$ cat src/rtl/fifo_uart_pkg.sv
// Shared definitions for the FIFO-draining UART transmitter.
// Latency: n/a (types and constant functions only).
// Backpressure: n/a.
//
// Contents: FSM state encoding (3 bits) and the bit-period helper.
package fifo_uart_pkg;

  // Transmitter FSM states; the values are fixed so waveforms stay readable
  // across builds.
  typedef enum logic [2:0] {
    ST_IDLE  = 3'd0,
    ST_FETCH = 3'd1,
    ST_WAIT  = 3'd2,
    ST_LOAD  = 3'd3,
    ST_START = 3'd4,
    ST_DATA  = 3'd5,
    ST_STOP  = 3'd6
  } tx_state_t;

  // Clocks per UART bit. Integer division truncates, so the real baud rate
  // is slightly above the nominal one when the ratio is not exact.
  function automatic int calc_baud_cnt(input int clk_freq, input int baud_rate);
    return clk_freq / baud_rate;
  endfunction

endpackage

$ cat src/rtl/uart_baud_tick.sv
// Bit-period counter: free-runs 0..BAUD_CNT-1 while run is high, tick on the last count.
// Latency: tick is combinational from the counter, one cycle wide per bit period.
// Backpressure: none; clear has priority over run and restarts the period.
//
// Ports:
//   clk, rst_n : clock, asynchronous active-low reset
//   clear      : synchronously zero the counter
//   run        : advance the counter this cycle
//   tick       : high for the cycle at which the count is BAUD_CNT-1
module uart_baud_tick #(
  parameter int BAUD_CNT = 434
) (
  input  logic clk,
  input  logic rst_n,
  input  logic clear,
  input  logic run,
  output logic tick
);

  localparam int CW = $clog2(BAUD_CNT);
  localparam logic [CW-1:0] LAST = CW'(BAUD_CNT - 1);

  logic [CW-1:0] cnt;

  assign tick = run && (cnt == LAST);

  always_ff @(posedge clk or negedge rst_n) begin
    if (!rst_n) begin
      cnt <= '0;
    end else if (clear) begin
      cnt <= '0;
    end else if (run) begin
      // The wrap back to zero is the bit boundary.
      cnt <= tick ? '0 : cnt + 1'b1;
    end
  end

endmodule

$ cat src/rtl/fifo_uart_tx.sv
// Drains a sync FIFO one word at a time and serialises each word as an 8N1-style UART frame.
// Latency: rden 1 cycle after empty is seen low, start bit 3 cycles after rden; frame = (DATA_WIDTH+2)*BAUD_CNT.
// Backpressure: pops only when idle, enabled and non-empty; one frame in flight, started frames always finish.
//
// Ports:
//   i_sys_clk, i_sys_rst_n : clock, asynchronous active-low reset (aborts any frame)
//   i_tx_en                : allow fetching new words
//   i_empty / o_rden       : FIFO empty flag / one-cycle registered read strobe
//   i_rdata                : FIFO read data, valid the cycle after o_rden
//   o_uart_txd             : serial line, idles high
//   o_busy                 : high in every state except idle
module fifo_uart_tx
  import fifo_uart_pkg::*;
#(
  parameter int DATA_WIDTH = 8,
  parameter int CLK_FREQ   = 50_000_000,
  parameter int BAUD_RATE  = 115200
) (
  input  logic                  i_sys_clk,
  input  logic                  i_sys_rst_n,
  input  logic                  i_tx_en,
  input  logic                  i_empty,
  output logic                  o_rden,
  input  logic [DATA_WIDTH-1:0] i_rdata,
  output logic                  o_uart_txd,
  output logic                  o_busy
);

  localparam int BAUD_CNT = calc_baud_cnt(CLK_FREQ, BAUD_RATE);
  localparam int BIT_W = $clog2(DATA_WIDTH + 1);
  localparam logic [BIT_W-1:0] LAST_BIT = BIT_W'(DATA_WIDTH - 1);

  // A one-clock bit period cannot give a distinct tick per bit.
  generate
    if (BAUD_CNT < 2) begin : g_baud_chk
      $error("fifo_uart_tx: CLK_FREQ/BAUD_RATE must be at least 2");
    end
  endgenerate

  tx_state_t             state;
  logic [DATA_WIDTH-1:0] shreg;
  logic [BIT_W-1:0]      bit_cnt;
  logic                  baud_clear;
  logic                  baud_run;
  logic                  baud_tick;

  // The bit timer restarts in LOAD so the start bit gets a full period.
  assign baud_clear = (state == ST_LOAD);
  assign baud_run   = (state == ST_START) || (state == ST_DATA) || (state == ST_STOP);

  uart_baud_tick #(
    .BAUD_CNT(BAUD_CNT)
  ) u_baud_tick (
    .clk  (i_sys_clk),
    .rst_n(i_sys_rst_n),
    .clear(baud_clear),
    .run  (baud_run),
    .tick (baud_tick)
  );

  // Line, strobe and busy are all registered so the FIFO and the pad see
  // glitch-free outputs; each is set on the transition into its state.
  always_ff @(posedge i_sys_clk or negedge i_sys_rst_n) begin
    if (!i_sys_rst_n) begin
      state      <= ST_IDLE;
      o_rden     <= 1'b0;
      o_uart_txd <= 1'b1;
      o_busy     <= 1'b0;
      shreg      <= '0;
      bit_cnt    <= '0;
    end else begin
      o_rden <= 1'b0;
      case (state)
        ST_IDLE: begin
          if (i_tx_en && !i_empty) begin
            state  <= ST_FETCH;
            o_rden <= 1'b1;
            o_busy <= 1'b1;
          end
        end
        ST_FETCH: state <= ST_WAIT;
        // FIFO presents the popped word during this cycle.
        ST_WAIT:  state <= ST_LOAD;
        ST_LOAD: begin
          shreg      <= i_rdata;
          bit_cnt    <= '0;
          o_uart_txd <= 1'b0;
          state      <= ST_START;
        end
        ST_START: begin
          if (baud_tick) begin
            o_uart_txd <= shreg[0];
            shreg      <= {1'b0, shreg[DATA_WIDTH-1:1]};
            state      <= ST_DATA;
          end
        end
        ST_DATA: begin
          if (baud_tick) begin
            if (bit_cnt == LAST_BIT) begin
              o_uart_txd <= 1'b1;
              state      <= ST_STOP;
            end else begin
              bit_cnt    <= bit_cnt + 1'b1;
              o_uart_txd <= shreg[0];
              shreg      <= {1'b0, shreg[DATA_WIDTH-1:1]};
            end
          end
        end
        ST_STOP: begin
          if (baud_tick) begin
            o_busy <= 1'b0;
            state  <= ST_IDLE;
          end
        end
        default: begin
          o_uart_txd <= 1'b1;
          o_busy     <= 1'b0;
          state      <= ST_IDLE;
        end
      endcase
    end
  end

endmodule
$ cat config.mk
export PLATFORM = sky130hd
export DESIGN_NAME = fifo_uart_tx
export DESIGN_NICKNAME = d
export VERILOG_FILES = /design/src/rtl/fifo_uart_pkg.sv /design/src/rtl/uart_baud_tick.sv /design/src/rtl/fifo_uart_tx.sv
export SDC_FILE = /design/constraint.sdc
export NUM_CORES = 1
export LEC_CHECK = 0
export ABC_AREA = 1
export CAP_MARGIN = 20
export CORE_MARGIN = 4
export CORE_UTILIZATION = 60
export CTS_BUF_LIST = sky130_fd_sc_hd__clkbuf_4 sky130_fd_sc_hd__clkbuf_8
export DETAILED_ROUTE_END_ITERATION = 16
export GPL_ROUTABILITY_DRIVEN = 0
export HOLD_SLACK_MARGIN = 0.1
export PLACE_DENSITY = 0.93
export REMOVE_ABC_BUFFERS = 1
export SYNTH_ARGS = -nofsm -noshare
export SYNTH_HDL_FRONTEND = slang
export SYNTH_SLANG_ARGS = --single-unit
$ cat constraint.sdc
create_clock -name i_sys_clk -period 2.99 [get_ports i_sys_clk]
set_clock_uncertainty 0.15 [all_clocks]
set_input_delay 0.598 -clock i_sys_clk [delete_from_list [all_inputs] [get_ports i_sys_clk]]
set_output_delay 0.598 -clock i_sys_clk [all_outputs]
set_load 0.02 [all_outputs]
Word-level counts from Yosys, hierarchy flattened
Index checks and enable logic that the tools add are counted.
{ "totals": {"latch_bits": 0, "in_bits": 12, "register_bits": 27, "mem_bits_rw": 0, "elab_cells": 66, "output_inout_bits": 3, "romBits": 0, "n_memories": 0} }
{ "classes": {"n_mul": 0, "order_cmp": 0, "n_reduce_logical": 16, "muxes": 25, "div_mod_pow": 0, "shift": 0, "add_sub_neg": 2, "n_eq_ne": 14, "bitwise": 2} }
{ "op_table": {"columns": ["cell", "count"], "rows": [
  ["2-to-1 mux 9 bit", 3],
  ["2-to-1 mux 8 bit", 3],
  ["one-hot mux 8 bit (3 select lines)", 1],
  ["one-hot mux 3 bit (7 select lines)", 1],
  ["2-to-1 mux 3 bit", 5],
  ["adder 9 x 1 -> 9 bit (second input constant)", 1],
  ["== test 3 bit (second input constant)", 3],
  ["== test 9 bit (second input constant)", 1],
  ["AND reduction 3 bit", 3],
  ["2-to-1 mux 4 bit", 2],
  ["inequality test 2 x 1 -> 1 bit (second input constant)", 4],
  ["one-hot mux 4 bit (2 select lines)", 1],
  ["2-to-1 mux 1 bit", 7],
  ["== test 3 x 2 -> 1 bit (second input constant)", 2],
  ["AND reduction 5 bit", 1],
  ["OR reduction 5 bit", 1],
  ["adder 4 x 1 -> 4 bit (second input constant)", 1],
  ["== test 4 x 3 -> 1 bit (second input constant)", 1],
  ["inequality test 2 bit (second input constant)", 2],
  ["one-hot mux 1 bit (4 select lines)", 1],
  ["AND reduction 4 bit", 1],
  ["nonzero test 2 bit", 2],
  ["OR reduction 4 bit", 1],
  ["== test 3 x 1 -> 1 bit (second input constant)", 1],
  ["other kinds (7)", 10]
]} }

Depth between registers and ports, before layout
Gate-level depths: netlist of run 1.
{ "depth": {"ltp_word": 7, "depth_mapped": 10, "depth_no_buf": 9} }

Hierarchy
A second synthesis of run 1 with hierarchy kept.
{ "hier_totals": {"hier_cells": 230, "area_unflattened_um2": 1714.1} }
{ "by_module_without_submodules": {"columns": ["module", "n_inst", "area_per_inst_um2", "seq_area_each_um2", "cells_per_inst"], "rows": [
  ["fifo_uart_tx", 1, 1079.8, 451.7, 146],
  ["uart_baud_tick", 1, 634.4, 225.2, 84]
]} }

Least setup slack after synthesis of run 1
OpenSTA, ideal clock, no wires.
{ "synth_timing": {"path_type": "register -> register", "startpoint": "register u_baud_tick.cnt[1]", "endpoint": "register shreg[5]", "setup_slack_ps": 1415, "arrival_ps": 1303, "path_buffers": 1, "setup_ps": 122, "stages_incl_launch_ff": 11, "cell_sequence": "dfrtp_1 > inv_1 > ha_1 > nand2_1 > nor2_1 > nand3_4 > nand2_2 > nand2_4 > buf_12 > nand2_1 > o21ai_2"} }
{ "synth_between": {"elab_chain_cells": 4} }
{ "synth_lines": {"columns": ["item", "line_no", "rtl"], "rows": [
  ["start, declared", "uart_baud_tick.sv:23", "logic [CW-1:0] cnt;"],
  ["start signal, assigned", "uart_baud_tick.sv:34", "cnt <= tick ? '0 : cnt + 1'b1;"],
  ["== test 9 bit (*)", "uart_baud_tick.sv:25", "assign tick = run && (cnt == LAST);"],
  ["logical AND 1 bit (*)", "uart_baud_tick.sv:25", null],
  ["inequality test 2 x 1 -> 1 bit (no line)", null, null],
  ["AND reduction 4 bit (no line) (*)", null, null],
  ["end signal, assigned", "fifo_uart_tx.sv:85", "shreg <= i_rdata;"],
  ["end signal, assigned", "fifo_uart_tx.sv:93", "shreg <= {1'b0, shreg[DATA_WIDTH-1:1]};"],
  ["end signal, assigned", "fifo_uart_tx.sv:105", "shreg <= {1'b0, shreg[DATA_WIDTH-1:1]};"],
  ["end, declared", "fifo_uart_tx.sv:41", "logic [DATA_WIDTH-1:0] shreg;"]
]} }
Mark *: on every way between the ends. The rest lies on a longest branch, timed or not.
A chain may end at the register's enable or synchronous reset.

Worst setup path in the final report of run 1
{ "layout_timing": {"startpoint": "register o_uart_txd", "endpoint": "output o_uart_txd"} }
{ "layout_rtl": {"columns": ["item", "line_no", "rtl"], "rows": [
  ["start, declared", "fifo_uart_tx.sv:25", "output logic o_uart_txd,"],
  ["start signal, assigned", "fifo_uart_tx.sv:92", "o_uart_txd <= shreg[0];"],
  ["start signal, assigned", "fifo_uart_tx.sv:104", "o_uart_txd <= shreg[0];"]
]} }
No word-level cell between the ends.

==> qor.csv, run 1 <==
metric,value,unit
seqCellArea,677,um2
finalCritPeriodShare,0.745,
path_delay_family,buffers and inverters,
holdPathStages,2,
ys_seq_area_frac,0.439,
status,finished clean,
ff2ff_path_depth,7,
crit_cells,1,
setup_violations,0,
required,2.24,ns
post_cts_buffers,0,
first_pass_iters,4,
slew_headroom,0.636,
ioPinCount,15,
crit_type,reg2out,
synth_seq_cells,27,
grtUsageMet1,0.231,
core,0.00245,mm2
antenna_found_initial,0,
final_area,0.00172,mm2
cts_buffers,3,
crit_path_end_kind,output pin,
hold_buffers,0,
wl,2.80,mm
multi_input_area,747,um2
cap_violations,0,
initial_core_util,0.628,
grt_setup_unrepaired,false,
totalPowerFinal,572,uW
dieArea,0.00344,mm2
hp-start,shreg[7],
drt_iter0_drc,21,
ff2ff_setup_slack,1.16,ns
final_common_cell,nand2_1,
area_growth,11.5,%
grt_start_max_net_pins,17,
cts_sinks,27,
clk_pin_slew,0.14,ns
cts_tree,done,
avgSynthCellArea,8.07,um2
die_h,58.7,um
fp-row-count,18,
cpMaxStageDelayCell,clkdlybuf4s50_1,
ir_worst_vdd,0.307,mV
place_area,0.00169,mm2
synth-edff-count,0,
routed-via-count,1250,
p_per_area,333,mW/mm2
leakage,0.000880,uW
via_per_inst,5.27,
crit_chain,clkdlybuf4s50_1,
whs_endpoint,shreg[7],
wl_per_cell,11.8,um
nets,223,
clk_latency,0.34,ns
syn_inst,191,
worstPathMaxFanout,2,
cts_resized,0,
gr-total-overflow,0,
reg2reg_from,state[1],
synthFlopType,dfrtp_1,
fin_setup_tns,0,ns
grt_pass1_wl,4.82,mm
dp_hpwl,2.11,mm
numPortBuffers,14,
ys_types,26,
cts_buffer_depth,2,
fin_crit,2.23,ns
drtAntennaViolNets,0,
path_buf_inv,1,
antenna_cells,0,
synthArstFlopShare,1.00,
stdcell_count,237,
worst_slew_pin_slew,0.544,ns
drive_gt1_frac,0.130,
synth_area,0.00154,mm2
die_x,58.7,um
critPathMaxStageDelay,0.59,ns
grt_usage,0.186,
mostFrequentLayoutCells,"56 x nand2_1, 26 x dfrtp_1, 19 x inv_1, 19 x nor2_1, 14 x clkdlybuf4s50_1",
grt_pass1_vias,1142,
max_freq,449,MHz
slew_viol_final,0,
use_met2,0.321,
busiest_layer,met2,
root_buffer,clkbuf_4,
h-tree-depth,1,
worst_ep_arrival_time,1.48,ns
timing.rr.end,shreg[1],
placedCellCount,233,
hold_viol_final,0,
yosys_warnings,0,
holdCritPathClass,reg2reg,
drc,0,
cp-start-kind,flip-flop,
n_fill_cell,188,
use_met3,0.0263,
==> worst max path at each step <==
stage / start / end / slack (ns)
after floorplan: state[1] / shreg[0] / 1.43
after global placement: i_tx_en / state[2] / 1.03
after detailed placement: i_tx_en / state[2] / 0.98
after CTS: o_uart_txd / o_uart_txd / 0.75
after global routing: o_uart_txd / o_uart_txd / 0.70
final: o_uart_txd / o_uart_txd / 0.76
==> metrics by stage <==
stage	utilization	hold slack, ns	setup slack [ns]
after floorplan	-	0.152	1.43
after global placement	0.689	0.302	1.03
after detailed placement	0.689	0.315	0.978
after CTS	0.700	0.347	0.752
after global routing	0.700	0.379	0.705
final	0.700	0.345	0.761
==> kinds of logic after synthesis <==
family	count (synthesis)	share of synthesized area
xor gates and xnor gates	2	0.0114
DFF	27	0.439
adders and majority gates	3	0.0244
AOI/OAI and AO/OA	24	0.105
and+or+nand+nor	103	0.299
muxes	7	0.0455
buffers and inverters	25	0.0763
==> report_power, final <==
group	internal, uW	leakage (uW)	switching [uW]
clock	50.4	0.0000177	113
sequential	371	0.000326	2.92
combinational	19.0	0.000535	15.9
==> synth_stat cells, drive strengths merged, types with 2 or more instances <==
master | number | area (um2)
or2 | 2 | 12.5
nand2 | 61 | 246
xor2 | 2 | 17.5
nand4 | 4 | 25.0
inv | 22 | 82.6
nor2 | 19 | 71.3
dfrtp | 26 | 651
o21ai | 15 | 105
a21oi | 7 | 35.0
nor3 | 4 | 20.0
ha | 3 | 37.5
mux2i | 7 | 70.1
buf | 3 | 35.0
nand3 | 12 | 77.6
==> flip-flops by register name (all words and copies together) (netlist names) <==
signal,cells
bit_cnt,4
u_baud_tick.cnt,9
shreg,8
o_uart_txd,1
o_rden,1
o_busy,1
state,3
==> layer usage <==
layer	wire, um	vias to the layer above
met3	88	5
met5	0	-
met2	1400	23
met4	53	0
li1	-	645
met1	1250	577
==> final cells by class <==
type / instances / share of cell area
well taps: 30 / 0.0218
clock inverters: 1 / 0.00291
repair buffers: 15 / 0.0859
flip-flops and latches: 27 / 0.394
inverters: 22 / 0.0480
clock buffers: 3 / 0.0131
multi-input cells: 139 / 0.434
(Power assumes the default switching activity.)
==> run 2: changes to the inputs <==
--- a/config.mk
+++ b/config.mk
@@ -8,12 +8,12 @@
 export ABC_AREA = 1
 export CAP_MARGIN = 20
 export CORE_MARGIN = 4
-export CORE_UTILIZATION = 60
+export CORE_UTILIZATION = 53
 export CTS_BUF_LIST = sky130_fd_sc_hd__clkbuf_4 sky130_fd_sc_hd__clkbuf_8
 export DETAILED_ROUTE_END_ITERATION = 16
 export GPL_ROUTABILITY_DRIVEN = 0
 export HOLD_SLACK_MARGIN = 0.1
-export PLACE_DENSITY = 0.93
+export PLACE_DENSITY = 0.88
 export REMOVE_ABC_BUFFERS = 1
 export SYNTH_ARGS = -nofsm -noshare
 export SYNTH_HDL_FRONTEND = slang
==> constraint.sdc (replaced) <==
create_clock -name i_sys_clk -period 1.9 [get_ports i_sys_clk]
set_clock_uncertainty 0.15 [all_clocks]
set_input_delay 0.38 -clock i_sys_clk [delete_from_list [all_inputs] [get_ports i_sys_clk]]
set_output_delay 0.38 -clock i_sys_clk [all_outputs]
set_load 0.02 [all_outputs]
==> qor.csv, run 2 (synthesis gave the netlist of run 1 again) <==
metric,value,unit,change
h-tree-depth,1,,unchanged
routed-via-count,1228,,-1.8%
path_buf_inv,1,,unchanged
slew_headroom,0.778,,+0.142
cts_buffer_depth,2,,unchanged
cap_violations,0,,unchanged
clk_latency,0.32,ns,-0.02 ns
fin_util,0.632,,-0.0678
p_comb_frac,0.060,,about the same
ff2ff_setup_slack,0.19,ns,-0.97 ns
grt_start_max_net_pins,28,,+11
core,0.00276,mm2,+12%
fp-row-count,19,,+1
power_switching,196,uW,+49%
worst_ep_arrival_time,1.29,ns,-0.19 ns
drc,0,,unchanged
top_register,u_baud_tick.cnt,,
leakage,0.000896,uW,+1.8%
hold_viol_final,0,,unchanged
cpMaxStageDelayCell,clkdlybuf4s50_1,,
fin_crit,1.82,ns,
p_per_area,510,mW/mm2,+53%
cts_buffers,3,,unchanged
reg_top3,"u_baud_tick.cnt (9), shreg (8), bit_cnt (4)",,
die_x,61.9,um,+5.5%
drive_gt1_frac,0.143,,+0.0124
drtAntennaViolNets,0,,unchanged
timing.rr.end,u_baud_tick.cnt[8],,
totalPowerFinal,890,uW,+56%
required,1.37,ns,-0.87 ns
die_h,61.9,um,+5.5%
wl_per_cell,10.8,um,-8.9%
pwr-share-clk,0.280,,-0.005
p_int,694,uW,+58%
grt_pass1_wl,4.43,mm,-8.2%
worstPathMaxFanout,2,,unchanged
crit_path_end_kind,output pin,,
antenna_cells,0,,unchanged
crit_start,o_busy,,
root_buffer,clkbuf_4,,
seqCellArea,677,um2,unchanged
setup_violations,0,,unchanged
area_growth,13.1,%,
cts_sinks,27,,unchanged
clk_pin_slew,0.14,ns,about the same
crit_type,reg2out,,
initial_core_util,0.559,,-0.0689
path_delay_family,buffers and inverters,,
status,finished clean,,
largest_reg_flops,9,,unchanged
wl,2.59,mm,-7.3%
critPathMaxStageDelay,0.60,ns,about the same
worst_slew_pin_slew,0.333,ns,-0.211 ns
grt_pass1_vias,1069,,-6.4%
fin_setup_tns,0,ns,unchanged
ff2ff_path_depth,9,,+2
max_freq,550,MHz,
post_cts_buffers,0,,unchanged
stdcell_count,241,,+1.7%
finalCritPeriodShare,0.957,,
sw_frac_of_total,0.221,,-0.00945
drt_iter0_drc,34,,+62%
ioPinCount,15,,unchanged
final_common_cell,nand2_1,,
seqPwrFrac,0.661,,+0.007
grt_usage,0.152,,-0.0339
first_pass_iters,4,,unchanged
ir_worst_vdd,0.410,mV,+34%
cp-start-kind,flip-flop,,
mostFrequentLayoutCells,"56 x nand2_1, 26 x dfrtp_1, 19 x inv_1, 19 x nor2_1, 13 x clkdlybuf4s50_1",,
holdCritPathClass,in2async,,
dieArea,0.00384,mm2,+11%
dp_hpwl,1.99,mm,-5.7%
slew_viol_final,0,,unchanged
multi_input_area,747,um2,unchanged
numPortBuffers,14,,unchanged
antenna_found_initial,0,,unchanged
nets,226,,+1.3%
grt_setup_unrepaired,false,,
placedCellCount,237,,+1.7%
cts_tree,done,,
via_per_inst,5.10,,-3.4%
gr-total-overflow,0,,unchanged
n_fill_cell,231,,+23%
reg2reg_from,u_baud_tick.cnt[1],,
crit_chain,clkdlybuf4s50_1,,
==> run 2: cell count changes in the layout (fill, tap and decap cells not counted), sizes merged <==
cell	previous run	this run
buf	1	4
clkdlybuf4s50	14	13
clkinv	1	0
clkinvlp	0	1
dlygate4sd2	0	1
==> run 2: final cells by class <==
class / count / area share
Multi-Input combinational cell: 139 / 0.428
Sequential cell: 27 / 0.388
Timing Repair Buffer: 18 / 0.0968
Inverter: 22 / 0.0473
Tap cell: 31 / 0.0222
Clock buffer: 3 / 0.0129
Clock inverter: 1 / 0.00430
==> run 2: power groups by stage <==
stage          registers [uW]  logic, uW  clock network, uW
2_1_floorplan             598       17.5                  0
3_3_place_gp              599       53.7                  0
3_5_place_dp              599       54.8                  0
4_1_cts                   588       54.8                262
5_1_grt                   589       60.6                287
6_report                  588       53.1                249
==> run 2: what timing repair did <==
action                                  in CTS  in global routing
hold buffers                                 0                  0
gates resized for setup                      1                  0
endpoints found under the setup margin       1                  0
==> run 2: worst max-delay path by stage <==
stage	endpoint	slack, ns	cells past startpoint
2_1_floorplan	shreg[0]	0.34	7
3_3_place_gp	state[2]	0.15	8
3_5_place_dp	state[2]	0.11	8
4_1_cts	o_busy	0.06	1
5_1_grt	o_busy	0.009	1
6_report	o_busy	0.08	1
==> run 2: stage by stage <==
| stage | hold slack (ns) | setup slack, ns | area, um2 |
|---|---|---|---|
| floorplan | -0.0656 | 0.343 | 1510 |
| global placement | 0.306 | 0.151 | 1720 |
| detailed placement | 0.317 | 0.111 | 1720 |
| CTS | 0.257 | 0.0561 | 1740 |
| global route | 0.277 | 0.00882 | 1740 |
| finish | 0.253 | 0.0819 | 1740 |
==> run 2: routing by layer <==
metal / track usage / wire [um] / vias to the layer above
li1: - / - / 648
met1: 0.208 / 1310 / 557
met2: 0.245 / 1160 / 21
met3: 0.0310 / 98 / 2
met4: 0.0455 / 21 / 0
met5: 0 / 0 / -
==> run 3: changes to the inputs <==
--- a/config.mk
+++ b/config.mk
@@ -12,6 +12,7 @@
 export CTS_BUF_LIST = sky130_fd_sc_hd__clkbuf_4 sky130_fd_sc_hd__clkbuf_8
 export DETAILED_ROUTE_END_ITERATION = 16
 export GPL_ROUTABILITY_DRIVEN = 0
+export GPL_TIMING_DRIVEN = 0
 export HOLD_SLACK_MARGIN = 0.1
 export PLACE_DENSITY = 0.88
 export REMOVE_ABC_BUFFERS = 1
==> qor.csv, run 3 (synthesis gave the netlist of run 1 again) <==
metric,value,unit,change
status,finished clean,,
dieArea,0.00384,mm2,unchanged
initial_core_util,0.559,,unchanged
crit_chain,clkdlybuf4s50_1,,
ir_worst_vdd,0.517,mV,+26%
critPathMaxStageDelay,0.60,ns,about the same
path_buf_inv,1,,unchanged
drc,0,,unchanged
ioPinCount,15,,unchanged
holdCritPathClass,in2async,,
p_per_area,526,mW/mm2,+3.1%
routed-via-count,1224,,-0.33%
cpMaxStageDelayCell,clkdlybuf4s50_1,,
fin_util,0.628,,-0.00454
clk_latency,0.34,ns,+0.02 ns
antenna_cells,0,,unchanged
cts_sinks,27,,unchanged
grt_setup_unrepaired,false,,
hold_viol_final,0,,unchanged
grt_pass1_vias,1082,,+1.2%
setup_violations,0,,unchanged
wl,2.65,mm,+2.2%
hold_buffers,0,,unchanged
numPortBuffers,14,,unchanged
largest_reg_flops,9,,unchanged
seqCellArea,677,um2,unchanged
required,1.37,ns,about the same
die_h,61.9,um,unchanged
cp-start-kind,flip-flop,,
cap_violations,0,,unchanged
area_growth,12.3,%,
place_ws,0.0877,ns,-0.0228 ns
via_per_inst,5.14,,+0.93%
setup_ws,0.0668,ns,-0.0151 ns
path_delay_family,buffers and inverters,,
drive_gt1_frac,0.135,,-0.00759
hold_ws,0.243,ns,-0.00997 ns
slew_viol_final,0,,unchanged
mostFrequentLayoutCells,"55 x nand2_1, 26 x dfrtp_1, 19 x inv_1, 19 x nor2_1, 13 x clkdlybuf4s50_1",,
grtUsageMet1,0.204,,-0.00443
busiest_layer,met2,,
nets,223,,-1.3%
clk_pin_slew,0.16,ns,+0.02 ns
finalCritPeriodShare,0.965,,+0.00795
die_x,61.9,um,unchanged
worst_slew_pin_slew,0.617,ns,+0.284 ns
wl_per_cell,11.1,um,+3.4%
slew_headroom,0.587,,-0.191
leakage,0.000883,uW,-1.4%
final_common_cell,nand2_1,,
top_register,u_baud_tick.cnt,,
n_fill_cell,237,,+2.6%
grt_usage,0.158,,+0.00546
worst_ep_arrival_time,1.30,ns,about the same
root_buffer,clkbuf_4,,
grt_start_max_net_pins,17,,-39%
worstPathMaxFanout,2,,unchanged
h-tree-depth,1,,unchanged
gr-total-overflow,0,,unchanged
use_met3,0.0248,,-0.00620
drtAntennaViolNets,0,,unchanged
totalPowerFinal,911,uW,+2.3%
crit_path_end_kind,output pin,,
cts_buffer_depth,2,,unchanged
core,0.00276,mm2,unchanged
dp_hpwl,2.04,mm,+2.7%
multi_input_area,749,um2,+0.34%
grt_pass1_wl,4.46,mm,+0.79%
fin_crit,1.83,ns,+0.0151 ns
drt_iter0_drc,49,,+44%
max_freq,545,MHz,-0.82%
first_pass_iters,4,,unchanged
cts_tree,done,,
reg_top3,"u_baud_tick.cnt (9), shreg (8), bit_cnt (4)",,
fp-row-count,19,,unchanged
antenna_found_initial,0,,unchanged
crit_type,reg2out,,
cts_buffers,3,,unchanged
use_met2,0.260,,+0.0149
run 3: path summary, 6_finish.rpt:
check / start / to / slack (ns) / depth (start not counted)
setup / recovery: o_busy / o_busy / 0.07 / 1
max in group asynchronous: i_sys_rst_n / shreg[7] / 0.83 / 2
min in group i_sys_clk: o_busy / o_busy / 0.35 / 2
hold / removal: i_sys_rst_n / u_baud_tick.cnt[6] / 0.24 / 1
setup reg to reg: state[0] / u_baud_tick.cnt[5] / 0.21 / 9
hold reg to reg: o_busy / o_busy / 0.35 / 2
run 3: repair_timing:
action,CTS,global route
resized for setup,1,1
endpoints found under the setup margin,1,1
pin swaps,0,0
setup buffers,0,0
run 3: through the flow:
| step | setup TNS [ns] | cell area [um2] | cells |
|---|---|---|---|
| 2_1_floorplan | 0 | 1510 | 188 |
| 3_3_place_gp | -2.00 | 1690 | 233 |
| 3_5_place_dp | 0 | 1700 | 234 |
| 4_1_cts | 0 | 1730 | 238 |
| 5_1_grt | 0 | 1730 | 238 |
| 6_report | 0 | 1730 | 238 |
run 3: layout make-up:
cell class                 count  area share
multi-input combinational    139       0.433
sequential                    27       0.391
timing repair buffer          15      0.0889
inverter                      22      0.0477
tap                           31      0.0224
clock buffer                   3      0.0130
clock inverter                 1     0.00434
run 3: power by group:
| part | leakage [uW] | switching, uW | internal, uW |
|---|---|---|---|
| sequential | 0.000326 | 4.72 | 584 |
| combinational | 0.000542 | 24.7 | 31.5 |
| clock | 0.0000139 | 185 | 80.8 |
| total | 0.000883 | 215 | 696 |
run 3: metal layers:
metal / share of wire / routed length (um)
met5: 0 / 0
met4: 0.019 / 50
met3: 0.028 / 75
met2: 0.46 / 1210
met1: 0.50 / 1310
